**src/rtl/contador_ad_bcd_2dig_param.sv**
```systemverilog
// Purpose: two-digit BCD up/down counter for one field of a settable display (e.g. hours/minutes),
//          with button auto-repeat, clamped load, and wrap or saturate at the limits.
// Latency: count/carry/borrow update one clock after the qualifying press edge or repeat tick;
//          digits are combinational from count.
// Backpressure: none; a step request is acted on in the cycle it is raised.
//
// Ports:
//   clk, reset          single clock, synchronous active-high reset
//   en_count[3:0]       field select; this counter responds only when equal to FIELD_ID
//   enUP, enDOWN        level button inputs (held = auto-repeat every PRESCALE clocks)
//   load, load_val[6:0] one-cycle load strobe and binary value (clamped to [MIN_VAL, MAX_VAL])
//   count[6:0]          registered binary count
//   digit1, digit0      BCD tens / units of count
//   carry, borrow       one-cycle pulses on wrap MAX->MIN / MIN->MAX
module contador_ad_bcd_2dig_param #(
  parameter int MIN_VAL  = 0,
  parameter int MAX_VAL  = 23,
  parameter int FIELD_ID = 10,
  parameter int WRAP     = 1,
  parameter int PRESCALE = 13000000
) (
  input  logic       clk,
  input  logic       reset,
  input  logic [3:0] en_count,
  input  logic       enUP,
  input  logic       enDOWN,
  input  logic       load,
  input  logic [6:0] load_val,
  output logic [6:0] count,
  output logic [3:0] digit1,
  output logic [3:0] digit0,
  output logic       carry,
  output logic       borrow
);

  localparam int            PW       = $clog2(PRESCALE);
  localparam logic [PW-1:0] PRE_LAST = PW'(PRESCALE - 1);
  localparam logic [6:0]    MIN_C    = 7'(MIN_VAL);
  localparam logic [6:0]    MAX_C    = 7'(MAX_VAL);
  localparam logic [3:0]    SEL_ID   = 4'(FIELD_ID);

  logic [PW-1:0] presc;
  logic          up_q;
  logic          dn_q;
  // Low for the first cycle after reset: a button already held when reset
  // releases must not look like a fresh press.
  logic          edge_ok;

  logic       sel;
  logic       tick;
  logic       rise_up;
  logic       rise_dn;
  logic       step_up;
  logic       step_dn;
  logic [6:0] load_clamped;

  assign sel     = (en_count == SEL_ID);
  assign tick    = (presc == PRE_LAST);
  assign rise_up = enUP   & ~up_q & edge_ok;
  assign rise_dn = enDOWN & ~dn_q & edge_ok;

  // Both buttons pressed together cancel each other.
  assign step_up = sel & enUP   & ~enDOWN & (rise_up | tick);
  assign step_dn = sel & enDOWN & ~enUP   & (rise_dn | tick);

  always_comb begin
    load_clamped = load_val;
    if (load_val < MIN_C)      load_clamped = MIN_C;
    else if (load_val > MAX_C) load_clamped = MAX_C;
  end

  always_ff @(posedge clk) begin
    if (reset) begin
      count   <= MIN_C;
      carry   <= 1'b0;
      borrow  <= 1'b0;
      presc   <= '0;
      up_q    <= 1'b0;
      dn_q    <= 1'b0;
      edge_ok <= 1'b0;
    end else begin
      up_q    <= enUP;
      dn_q    <= enDOWN;
      edge_ok <= 1'b1;
      carry   <= 1'b0;
      borrow  <= 1'b0;

      // Restarting on a press makes the first repeat land exactly PRESCALE
      // clocks after the press instead of at a random phase.
      if (rise_up || rise_dn || tick) presc <= '0;
      else                            presc <= presc + 1'b1;

      if (load) begin
        count <= load_clamped;
      end else if (step_up) begin
        if (count == MAX_C) begin
          if (WRAP != 0) begin
            count <= MIN_C;
            carry <= 1'b1;
          end
        end else begin
          count <= count + 7'd1;
        end
      end else if (step_dn) begin
        if (count == MIN_C) begin
          if (WRAP != 0) begin
            count  <= MAX_C;
            borrow <= 1'b1;
          end
        end else begin
          count <= count - 7'd1;
        end
      end
    end
  end

  assign digit1 = 4'(count / 7'd10);
  assign digit0 = 4'(count % 7'd10);

endmodule

```
**config.mk**
```make
export PLATFORM = sky130hd
export DESIGN_NAME = contador_ad_bcd_2dig_param
export DESIGN_NICKNAME = d
export VERILOG_FILES = /design/src/rtl/contador_ad_bcd_2dig_param.sv
export SDC_FILE = /design/constraint.sdc
export NUM_CORES = 1
export LEC_CHECK = 0
export BUFFER_PORTS_ARGS = -buffer_cell sky130_fd_sc_hd__buf_4
export CAP_MARGIN = 20
export CELL_PAD_IN_SITES_DETAIL_PLACEMENT = 0
export CELL_PAD_IN_SITES_GLOBAL_PLACEMENT = 1
export CORE_MARGIN = 2
export CORE_UTILIZATION = 27
export CTS_CLUSTER_DIAMETER = 80
export DETAILED_ROUTE_END_ITERATION = 7
export PLACE_DENSITY_LB_ADDON = 0.1
export SETUP_SLACK_MARGIN = 0.02
export SYNTH_ARGS = -nofsm -noshare
export SYNTH_HDL_FRONTEND = slang
export SYNTH_SLANG_ARGS = --single-unit
```
**constraint.sdc**
```tcl
create_clock -name clk -period 4.1 [get_ports clk]
set_input_delay 0.82 -clock clk [delete_from_list [all_inputs] [get_ports clk]]
set_output_delay 0.82 -clock clk [all_outputs]
set_load 0.01 [all_outputs]
```
==> Implementation_results.wiki, run 1 <==
{| class="wikitable"
! Metric !! Value
|-
| Reg2reg end || count[3]
|-
| Average size of a mapped cell || just under 8 µm²
|-
| Resized Gates After CTS || 0
|-
| Largest buffer count on any clock path || 2
|-
| Power density relative to cell area || 301 nW/µm²
|-
| Hold Path Cell Cnt || 1
|-
| Vias/cell || ~5.0
|-
| Worst Setup Start Kind || register
|-
| Proportion of synthesized flip-flops having asynchronous set or reset || 0%
|-
| Antenna cells || 0
|-
| Placer congestion estimate || 0.774
|-
| Post-Synth XOR/XNOR Area || 8.97%
|-
| Area share of and/or/nand/nor cells after synthesis || a little over 30%
|-
| Relative slew slack || between 40% and 50%
|-
| Routed length per placed instance || ~15 µm
|-
| DRC || 0
|-
| Worst-case register-to-register setup slack || roughly 1.8 ns
|-
| Fill count || 970
|-
| Vias in the first global route || ~2200
|-
| Hold violation count in the final report || 0
|-
| Worst Min Path Start || presc[0]
|-
| Number of antenna violations at the first check in global routing || 0
|-
| Synthesized Nets || ~330
|-
| Placement-stage worst setup slack || ~0.40 ns
|-
| Post CTS Setup Buffer Count || 0
|-
| First-pass GRT wire length || roughly 11000 µm
|-
| Number of iterations in the first detailed-routing pass || 4
|-
| Die Wd || ~99 µm
|-
| Register-to-Register Path Depth || 7
|-
| Die area || between 9000 and 10000 µm²
|-
| Post-detailed-route count of antenna-violating nets || 0
|-
| Adder and majority gate portion of the synthesized area || roughly 3.1%
|-
| Die extent in y || about 99 µm
|-
| Rows || 34
|-
| CTS Hold Buffers Added || 0
|-
| YS warnings || 0
|-
| Number of synthesized flops with an enable pin || 0
|-
| Outcome || finished, final reports clean
|-
| Number of buffers added on ports || 32
|-
| Via count || 2268
|-
| Area of the placeable core || just under 9000 µm²
|-
| Total GRT Usage || 13.7%
|-
| Worst hold endpoint || presc[0]
|-
| Leakage power || 1.08 nW
|-
| Worst VDD drop || 0.120 mV
|-
| Max-capacitance violation count || 0
|-
| Clock-pin slew on the worst setup and hold paths || 0.08 ns
|-
| Total Nets Final || 363
|-
| Setup violation total in the final timing report || 0
|-
| CTS Buf Count || 5
|-
| Initial drt markers || between 40 and 50
|-
| Worst Path Class, Setup || register to output port
|-
| Fin. max-slew vios || 0
|-
| Commonest cells after routing, fill and taps aside || 54 x nor2_1, 40 x buf_4, 34 x dfxtp_1, 19 x nand3_1, 18 x a21oi_1
|-
| Crit path time final || about 3.8 ns
|-
| TritonCTS clock tree || yes
|-
| Cell Area, Synth || around 2400 µm²
|-
| Worst R2R Start || presc[0]
|-
| Number of storage elements in the synthesis netlist || 36
|-
| Unrepaired setup endpoints after global routing || no
|-
| Worst path required time || between 3 and 4 ns
|-
| Type of the most critical hold path || register to register
|-
| Largest family of logic cells by synthesized area || simple AND/OR/NAND/NOR gates
|-
| Fraction of layout cells with a size suffix above 1 || 20.8%
|-
| Top_reg_cell synth || dfxtp_1
|-
| Cells after synthesis || between 300 and 400
|-
| Post-synthesis mux area share || less than 1%
|-
| Leading cell type in the layout, fill and taps excluded || nor2_1
|-
| Critical path fanouts, max || 10
|-
| Data arrival time of the worst path || around 3 ns
|-
| Starting density of the core || 27.9%
|-
| I/O Pins || 33
|-
| Clock net sink count || 36
|-
| Transition time at the pin with the least slew margin || between 0.7 and 0.8 ns
|-
| Library cell used as clock root buffer || clkbuf_8
|-
| Compound-cell area share of the yosys netlist || roughly 22%
|-
| PnR worst setup slack || between 0.2 and 0.3 ns
|-
| Dpl hpwl || 4900 µm
|-
| Fmax || 0.263 GHz
|-
| Growth of design area from synthesis to finish || 19.9%
|-
| Type of element capturing the critical path || output port
|-
| Worst-Skew Late Latency || approximately 0.29 ns
|-
| Final Routed Wirelength || approximately 6600 µm
|-
| H-tree lvl count || 2
|-
| Final worst-path cycle share || about 93%
|-
| Sequential element share of the synthesized area || approximately 30%
|-
| Pin count of the biggest net entering global routing || 25
|-
| Final setup TNS || 0 ns
|-
| Final clock skew || around 0.0056 ns
|-
| Unique cell type count in the Yosys netlist || 63
|-
| Overall overflow remaining after global route || 0
|}
-- metrics by stage --
stage	cell area [µm²]	hold WS (ns)	instances	utilization, %	total power, mW
floorplan	2440	0.413	311	-	0.493
CTS	2900	0.440	450	33.1	0.889
finish	2930	0.443	450	33.4	0.881
global placement	2790	0.429	442	31.8	0.565
global route	2930	0.478	450	33.4	0.931
detailed placement	2790	0.428	442	31.8	0.562
-- synthesized netlist by cell type, types with 2 or more instances --
cell type | instances | area (µm²)
xnor2_1 | 11 | 96.3
nand2_1 | 16 | 60.1
o31ai_1 | 2 | 15.0
o22ai_1 | 4 | 25.0
o211ai_1 | 2 | 15.0
clkbuf_1 | 8 | 30.0
xor2_1 | 14 | 123
buf_4 | 2 | 15.0
inv_1 | 11 | 41.3
nor3_1 | 4 | 20.0
ha_1 | 6 | 75.1
nand3_1 | 19 | 95.1
o41ai_2 | 2 | 32.5
nand2b_1 | 6 | 37.5
o221ai_1 | 2 | 17.5
nand4_2 | 2 | 25.0
o21a_1 | 4 | 30.0
or3_1 | 5 | 31.3
or2_2 | 2 | 12.5
nor2b_1 | 9 | 56.3
dfxtp_1 | 36 | 721
a21oi_1 | 18 | 90.1
o21ai_2 | 2 | 17.5
and4_1 | 4 | 35.0
o21ai_0 | 12 | 60.1
nand4_1 | 5 | 31.3
and2_1 | 3 | 18.8
nor4b_2 | 2 | 30.0
o41ai_1 | 2 | 17.5
a21o_1 | 2 | 15.0
nor2_1 | 54 | 203
a221oi_1 | 2 | 17.5
buf_2 | 6 | 30.0
a22oi_1 | 2 | 15.0
a211oi_1 | 2 | 15.0
-- routing by layer --
| metal | GRT usage [%] | share of wire (%) |
|---|---|---|
| met5 | 0 | 0 |
| met4 | 4.43 | 1.4 |
| met3 | 3.19 | 3.3 |
| met2 | 23.8 | 50 |
| met1 | 16.8 | 45 |
-- where the power goes --
group / internal [mW] / switching, mW
clock network: 0.180 / 0.144
logic: 0.0829 / 0.105
registers: 0.358 / 0.0108
total: 0.621 / 0.260
-- final cells by class --
cell class              count  area, µm²  share of cell area, %
well taps                 108        135                   4.62
multi-input cells         247       1620                   55.2
clock inverters             3       42.5                   1.45
flip-flops and latches     36        723                   24.7
repair buffers             40        300                   10.3
clock buffers               5       68.8                   2.35
inverters                  11       41.3                   1.41
-- worst max-delay path: stages (launching register included) --
cell      delay (ns)
dfxtp_1         0.54
nand2_1         0.17
a221oi_1        0.31
nor2_1          0.13
xnor2_1         0.16
ha_2            0.24
nand2b_1        0.13
o21ai_0         0.10
o311ai_1        0.10
nor2_1          0.09
a311oi_2        0.38
mux2i_1         0.23
buf_4           0.14
-- how the worst max path moves through the flow --
stage	from	endpoint	slack, ns	depth (start not counted)
after floorplan	count[6]	digit0[2]	0.49	13
after global placement	count[4]	digit0[2]	0.41	13
after detailed placement	count[5]	digit0[2]	0.40	12
after CTS	count[5]	digit0[2]	0.03	12
after global routing	count[6]	digit0[1]	0.009	14
final	count[5]	digit0[2]	0.29	12
-- registers in the layout (all words and copies together), names as in the netlist --
signal   flops
up_q         1
presc       24
edge_ok      1
dn_q         1
count        7
borrow       1
carry        1
-- cell families (layout without fill, tap and decap cells) --
group,after synthesis,in the layout
AOI/OAI and AO/OA,75,75
xor gates and xnor gates,25,25
adders and majority gates,6,6
buffers and inverters,28,59
DFF,36,36
muxes,1,1
and+or+nand+nor,140,140
No activity file was read; power rests on OpenSTA's default activity.
==> inputs of run 2 (changes only) <==
--- a/config.mk
+++ b/config.mk
@@ -10,7 +10,7 @@
 export CELL_PAD_IN_SITES_DETAIL_PLACEMENT = 0
 export CELL_PAD_IN_SITES_GLOBAL_PLACEMENT = 1
 export CORE_MARGIN = 2
-export CORE_UTILIZATION = 27
+export CORE_UTILIZATION = 43
 export CTS_CLUSTER_DIAMETER = 80
 export DETAILED_ROUTE_END_ITERATION = 7
 export PLACE_DENSITY_LB_ADDON = 0.1
==> run 2 against run 1 <==
  * Cell count shrank 8.2%
  * Critical path type unchanged
  * Fmax grew 0.71%
  * Die area shrank 36%
  * Utilization grew 19 points
  * Sequential power is essentially flat
  * Register-to-register slack gained 0.03 ns
  * Clock-buffer cell count grew 1
==> Implementation_results.wiki, run 2 (synthesis gave the netlist of run 1 again) <==
{| class="wikitable"
! Metric !! Value
|-
| Outcome || finished, final reports clean
|-
| Dpl hpwl || 4320 µm (-12%)
|-
| Library cell used as clock root buffer || clkbuf_8
|-
| Transition time at the pin with the least slew margin || 0.801 ns (+0.00633 ns)
|-
| Clock-pin slew on the worst setup and hold paths || 0.07 ns (about the same)
|-
| Leakage power || 1.07 nW (-0.25%)
|-
| Total net switching power || 246 µW (-5.4%)
|-
| I/O Pins || 33 (unchanged)
|-
| Die area || 6300 µm² (-36%)
|-
| H-tree lvl count || 2 (unchanged)
|-
| Vias in the first global route || 2102 (-3.7%)
|-
| Max-capacitance violation count || 0 (unchanged)
|-
| First-pass GRT wire length || 9890 µm (-8.9%)
|-
| Placement-stage cell area || 2730 µm² (-2.2%)
|-
| Worst VDD drop || 0.207 mV (+73%)
|-
| Number of flip-flops in the largest register || 24 (unchanged)
|-
| DRC || 0 (unchanged)
|-
| Number of placed cells counting well taps || 404 (-8.6%)
|-
| Area of the placeable core || 5510 µm² (-37%)
|-
| Largest buffer count on any clock path || 2 (unchanged)
|-
| Overall overflow remaining after global route || 0 (unchanged)
|-
| Via count || 2295 (+1.2%)
|-
| Type of the most critical hold path || register to register
|-
| Final worst-path cycle share || 92.2% (-0.65 points)
|-
| Hold violation count in the final report || 0 (unchanged)
|-
| Vias/cell || 5.56 (+10%)
|-
| Fmax || 0.265 GHz (+0.71%)
|-
| CTS Buf Count || 5 (unchanged)
|-
| Placer congestion estimate || 0.838 (+8.2%)
|-
| Relative slew slack || 46.6% (-0.42 points)
|-
| Rows || 27 (-21%)
|-
| Total GRT Usage || 19.8% (+6.0 points)
|-
| Critical path fanouts, max || 13 (+3)
|-
| Design Area, Final || 2870 µm² (-2.1%)
|-
| Commonest cells after routing, fill and taps aside || 54 x nor2_1, 38 x buf_4, 34 x dfxtp_1, 19 x nand3_1, 18 x a21oi_1
|-
| Final clock skew || 0.00471 ns (-0.000943 ns)
|-
| Power share of the combinational group || 21.2% (-0.2 points)
|-
| Post-detailed-route count of antenna-violating nets || 0 (unchanged)
|-
| PnR worst setup slack || 0.321 ns (+0.0268 ns)
|-
| Share of total power consumed by net switching || 28.4% (-1.1 points)
|-
| Non-Filler Instances || 413 (-8.2%)
|-
| Setup violation total in the final timing report || 0 (unchanged)
|-
| Die extent in y || 79.3 µm (-20%)
|-
| Worst-Skew Late Latency || 0.29 ns (about the same)
|-
| Int Pwr || 621 µW (about the same)
|-
| Number of iterations in the first detailed-routing pass || 4 (unchanged)
|-
| Unrepaired setup endpoints after global routing || no
|-
| Antenna cells || 0 (unchanged)
|-
| Worst Setup Start Kind || register
|-
| Power density relative to cell area || 303 nW/µm² (+0.61%)
|-
| Routed length per placed instance || 14.4 µm (-1.7%)
|-
| Leading cell type in the layout, fill and taps excluded || nor2_1
|-
| Sequential share of power || 42.8% (+1.0 points)
|-
| Fin. max-slew vios || 0 (unchanged)
|-
| Total Nets Final || 362 (-0.28%)
|-
| Largest Register || presc
|-
| CTS Hold Buffers Added || 0 (unchanged)
|-
| Initial drt markers || 165 (+240%)
|-
| Fraction of layout cells with a size suffix above 1 || 20.2% (-0.53 points)
|-
| Clock net sink count || 36 (unchanged)
|-
| Worst path required time || 3.28 ns (about the same)
|-
| Clock group share of total power || 36.0% (-0.8 points)
|-
| Type of element capturing the critical path || output port
|-
| Number of antenna violations at the first check in global routing || 0 (unchanged)
|-
| Fill count || 550 (-43%)
|-
| Final setup TNS || 0 ns (unchanged)
|-
| Data arrival time of the worst path || 2.96 ns (-0.03 ns)
|-
| Number of buffers added on ports || 32 (unchanged)
|-
| Crit path time final || 3.78 ns (-0.0268 ns)
|-
| Final Routed Wirelength || 5970 µm (-9.7%)
|-
| Growth of design area from synthesis to finish || 17.4%
|-
| Final Power || 867 µW (-1.5%)
|-
| Die Wd || 79.3 µm (-20%)
|-
| Pin count of the biggest net entering global routing || 25 (unchanged)
|-
| Largest registers ranked by flip-flop count || presc x24, count x7
|-
| TritonCTS clock tree || yes
|-
| Placement-stage worst setup slack || 0.264 ns (-0.138 ns)
|-
| Worst Path Class, Setup || register to output port
|-
| Starting density of the core || 44.3% (+16 points)
|}
==> run 2: cell count changes in the layout (fill, tap and decap cells not counted) <==
cell | before | now
buf_4 | 40 | 38
buf_6 | 0 | 1
clkinvlp_4 | 1 | 0
nor2b_4 | 2 | 0
clkbuf_1 | 0 | 1
nor2b_2 | 0 | 2
==> run 2: final timing paths <==
path                               start         to  slack [ns]  cells past startpoint
worst max-delay path            count[4]  digit0[2]        0.32                     13
worst min register to register  presc[0]   presc[0]        0.44                      1
worst min-delay path            presc[0]   presc[0]        0.44                      1
worst max register to register  presc[0]   count[3]        1.87                      7
==> run 2: worst max-delay path: stages (launching register included) <==
cell and delay (ns):
dfxtp_2 0.41, nor2b_2 0.25, nand2_1 0.08, a221oi_1 0.27, nor2_1 0.11, xnor2_1 0.15
ha_2 0.23, nor2_1 0.10, a21oi_1 0.05, o22ai_1 0.16, a2111oi_2 0.06, a311oi_2 0.39
mux2i_1 0.25, buf_4 0.15
==> run 2: power groups by stage <==
stage	sequential, mW	clock [mW]	combinational (mW)
final	0.371	0.312	0.184
after global routing	0.373	0.338	0.201
after CTS	0.370	0.321	0.179
after detailed placement	0.378	0	0.177
after global placement	0.378	0	0.178
after floorplan	0.375	0	0.118
==> run 2: what timing repair did <==
| item | in CTS | in global routing |
|---|---|---|
| setup endpoints to repair | 2 | 3 |
| buffers inserted | 0 | 1 |
| pin swaps | 0 | 2 |
| gates cloned | 0 | 0 |
| resized for setup | 2 | 6 |
==> run 2: metrics by stage <==
stage,hold WS [ns],util [%]
3_5_place_dp,0.433,49.6
3_3_place_gp,0.427,49.6
4_1_cts,0.444,51.6
6_report,0.439,52.0
2_1_floorplan,0.413,-
5_1_grt,0.458,52.0
==> run 2: layout make-up <==
cell class	count	area (µm²)	share of cell area, %
multi-input cells	247	1610	56.1
clock inverters	2	35.0	1.22
flip-flops and latches	36	723	25.2
well taps	72	90.1	3.14
clock buffers	6	72.6	2.53
repair buffers	39	297	10.3
inverters	11	41.3	1.44
==> run 2: metal layers <==
metal	global-route usage, %	vias to the layer above	part of all wire [%]
met5	0	-	0
met1	25.8	1076	46
met4	4.83	0	1.1
met3	4.77	7	3.2
met2	32.8	35	50
li1	-	1177	-
==> inputs of run 3 (changes only) <==
==> constraint.sdc (replaced) <==
create_clock -name clk -period 4.1 [get_ports clk]
set_input_delay 0.205 -clock clk [delete_from_list [all_inputs] [get_ports clk]]
set_output_delay 0.205 -clock clk [all_outputs]
set_load 0.01 [all_outputs]
==> run 3 against run 2 <==
  * Clock-buffer cell count decreased by 1
  * Via count rose by 0.13%
  * Routed wire length is 0.15% lower
  * Power rose by 14%
  * Die area is the same
  * Combinational power decreased by 3%
  * Sequential power about the same
  * Critical endpoint unchanged
==> Implementation_results.wiki, run 3 (synthesis gave the netlist of run 1 again) <==
{| class="wikitable"
! Metric !! Value
|-
| Unrepaired setup endpoints after global routing || no
|-
| Largest buffer count on any clock path || 2 (unchanged)
|-
| Dpl hpwl || 4340 µm (+0.37%)
|-
| Relative slew slack || 47.9% (+1.3 points)
|-
| Clock-pin slew on the worst setup and hold paths || 0.08 ns (about the same)
|-
| Pin count of the biggest net entering global routing || 25 (unchanged)
|-
| Critical path fanouts, max || 16 (+3)
|-
| Die extent in y || 79.3 µm (unchanged)
|-
| Starting density of the core || 44.3% (unchanged)
|-
| Leakage power || 1.08 nW (+0.20%)
|-
| Commonest cells after routing, fill and taps aside || 54 x nor2_1, 36 x dfxtp_1, 35 x buf_4, 19 x nand3_1, 18 x a21oi_1
|-
| Area of the placeable core || 5510 µm² (unchanged)
|-
| Critical Path Slowest Stage Cell || dfxtp_1
|-
| Fraction of layout cells with a size suffix above 1 || 17.8% (-2.4 points)
|-
| Number of iterations in the first detailed-routing pass || 4 (unchanged)
|-
| Via count || 2298 (+0.13%)
|-
| Power density relative to cell area || 345 nW/µm² (+14%)
|-
| Clock net sink count || 36 (unchanged)
|-
| Worst VDD drop || 0.286 mV (+38%)
|-
| Vias in the first global route || 2160 (+2.8%)
|-
| Die area || 6300 µm² (unchanged)
|-
| Largest registers ranked by flip-flop count || presc x24, count x7
|-
| Data arrival time of the worst path || 3.35 ns (+0.39 ns)
|-
| Placer congestion estimate || 0.847 (+1.1%)
|-
| Library cell used as clock root buffer || clkbuf_8
|-
| Overall overflow remaining after global route || 0 (unchanged)
|-
| Fmax || 0.281 GHz (+6.3%)
|-
| Die Wd || 79.3 µm (unchanged)
|-
| Largest Register || presc
|-
| Rows || 27 (unchanged)
|-
| Vias/cell || 5.62 (+1.1%)
|-
| CTS Buf Count || 5 (unchanged)
|-
| Final Power || 990 µW (+14%)
|-
| Total Nets Final || 358 (-1.1%)
|-
| Setup violation total in the final timing report || 0 (unchanged)
|-
| Outcome || finished, final reports clean
|-
| Number of antenna violations at the first check in global routing || 0 (unchanged)
|-
| Growth of design area from synthesis to finish || 17.4% (about the same)
|-
| Antenna cells || 0 (unchanged)
|-
| Fin. max-slew vios || 0 (unchanged)
|-
| Worst Path Class, Setup || register to output port
|-
| Type of element capturing the critical path || output port
|-
| Highest cell delay on the worst timing path || 0.64 ns (+0.23 ns)
|-
| Initial drt markers || 215 (+30%)
|-
| Max-capacitance violation count || 0 (unchanged)
|-
| Hold violation count in the final report || 0 (unchanged)
|-
| Core occupancy in the finished layout || 52.1% (about the same)
|-
| Post CTS Setup Buffer Count || 0 (unchanged)
|-
| Transition time at the pin with the least slew margin || 0.781 ns (-0.0197 ns)
|-
| Top delay family on crit path || compound AO/OA/AOI/OAI gates
|-
| Worst Setup Start Kind || register
|-
| Type of the most critical hold path || primary input to register
|-
| Leading cell type in the layout, fill and taps excluded || nor2_1
|-
| Crit path time final || 3.55 ns (-0.225 ns)
|-
| Number of flip-flops in the largest register || 24 (unchanged)
|-
| Final clock skew || 0.00921 ns (+0.00451 ns)
|-
| I/O Pins || 33 (unchanged)
|-
| H-tree lvl count || 2 (unchanged)
|-
| Final setup TNS || 0 ns (unchanged)
|-
| Number of buffers added on ports || 32 (unchanged)
|-
| Total GRT Usage || 19.7% (-0.057 points)
|-
| Critical Path, Cell by Cell || nor2b_1 -> o32ai_1 -> nor2_1 -> xnor2_1 -> ha_1 -> nor2_1 -> a21oi_1 -> o22ai_1 -> a2111oi_0 -> a311oi_2 -> mux2i_1 -> buf_4
|-
| Final Routed Wirelength || 5960 µm (-0.15%)
|-
| Worst path required time || 3.89 ns (+0.61 ns)
|-
| Routed length per placed instance || 14.6 µm (+0.83%)
|-
| Most frequent cell on the critical path || nor2_1
|-
| CTS Hold Buffers Added || 0 (unchanged)
|-
| TritonCTS clock tree || yes
|-
| First-pass GRT wire length || 9980 µm (+0.91%)
|-
| Final worst-path cycle share || 86.7% (-5.5 points)
|-
| Buf/Inv on CP || 1 (unchanged)
|-
| DRC || 0 (unchanged)
|-
| Resized Gates After CTS || 0 (-2)
|-
| Post-detailed-route count of antenna-violating nets || 0 (unchanged)
|-
| Worst-Skew Late Latency || 0.29 ns (about the same)
|}
run 3: changes by cell type in the layout (fill, tap and decap cells not counted), sizes merged:
cell    before  now
buf         39   35
clkinv       1    0
clkbuf       6    5
bufinv       1    3
run 3: layer usage:
layer	track usage (%)	wire, µm	vias up
li1	-	-	1166
met1	26.0	2730	1078
met2	32.4	2920	46
met3	3.41	238	8
met4	6.90	76	0
met5	0	0	-
run 3: final timing paths:
check,from,end,slack [ns],depth (start not counted)
worst max-delay path,count[5],digit0[2],0.55,12
worst min register to register,presc[0],presc[0],0.44,1
worst min-delay path,reset,dn_q,0.16,2
worst max register to register,presc[0],count[3],1.90,7
run 3: final cells by class:
class | instances | area, µm²
clock buffer | 5 | 68.8
clock inverter | 3 | 90.1
fill | 562 | 2640
inverter | 11 | 41.3
multi-input combinational | 247 | 1590
sequential | 36 | 721
tap | 72 | 90.1
timing repair buffer | 35 | 263
run 3: metrics by stage:
step,cell area [µm²],cells,hold slack (ns),worst slack (ns)
finish,2870,409,0.156,0.545
global route,2870,409,0.164,0.264
CTS,2870,409,0.156,0.556
detailed placement,2710,401,0.438,0.847
global placement,2710,401,0.427,0.921
floorplan,2440,311,0.356,1.10
run 3: power by group:
group	switching [mW]	internal, mW	total (mW)
Sequential	0.0130	0.357	0.370
Combinational	0.100	0.0781	0.179
Clock	0.136	0.304	0.441
run 3: worst register-to-register path, stage by stage (launching register included):
cell and delay, ns:
dfxtp_1 0.32, ha_1 0.28, and2_1 0.23, nand4_4 0.12, o21ai_2 0.13, a221oi_2 0.60
a21oi_1 0.12, a221oi_1 0.31
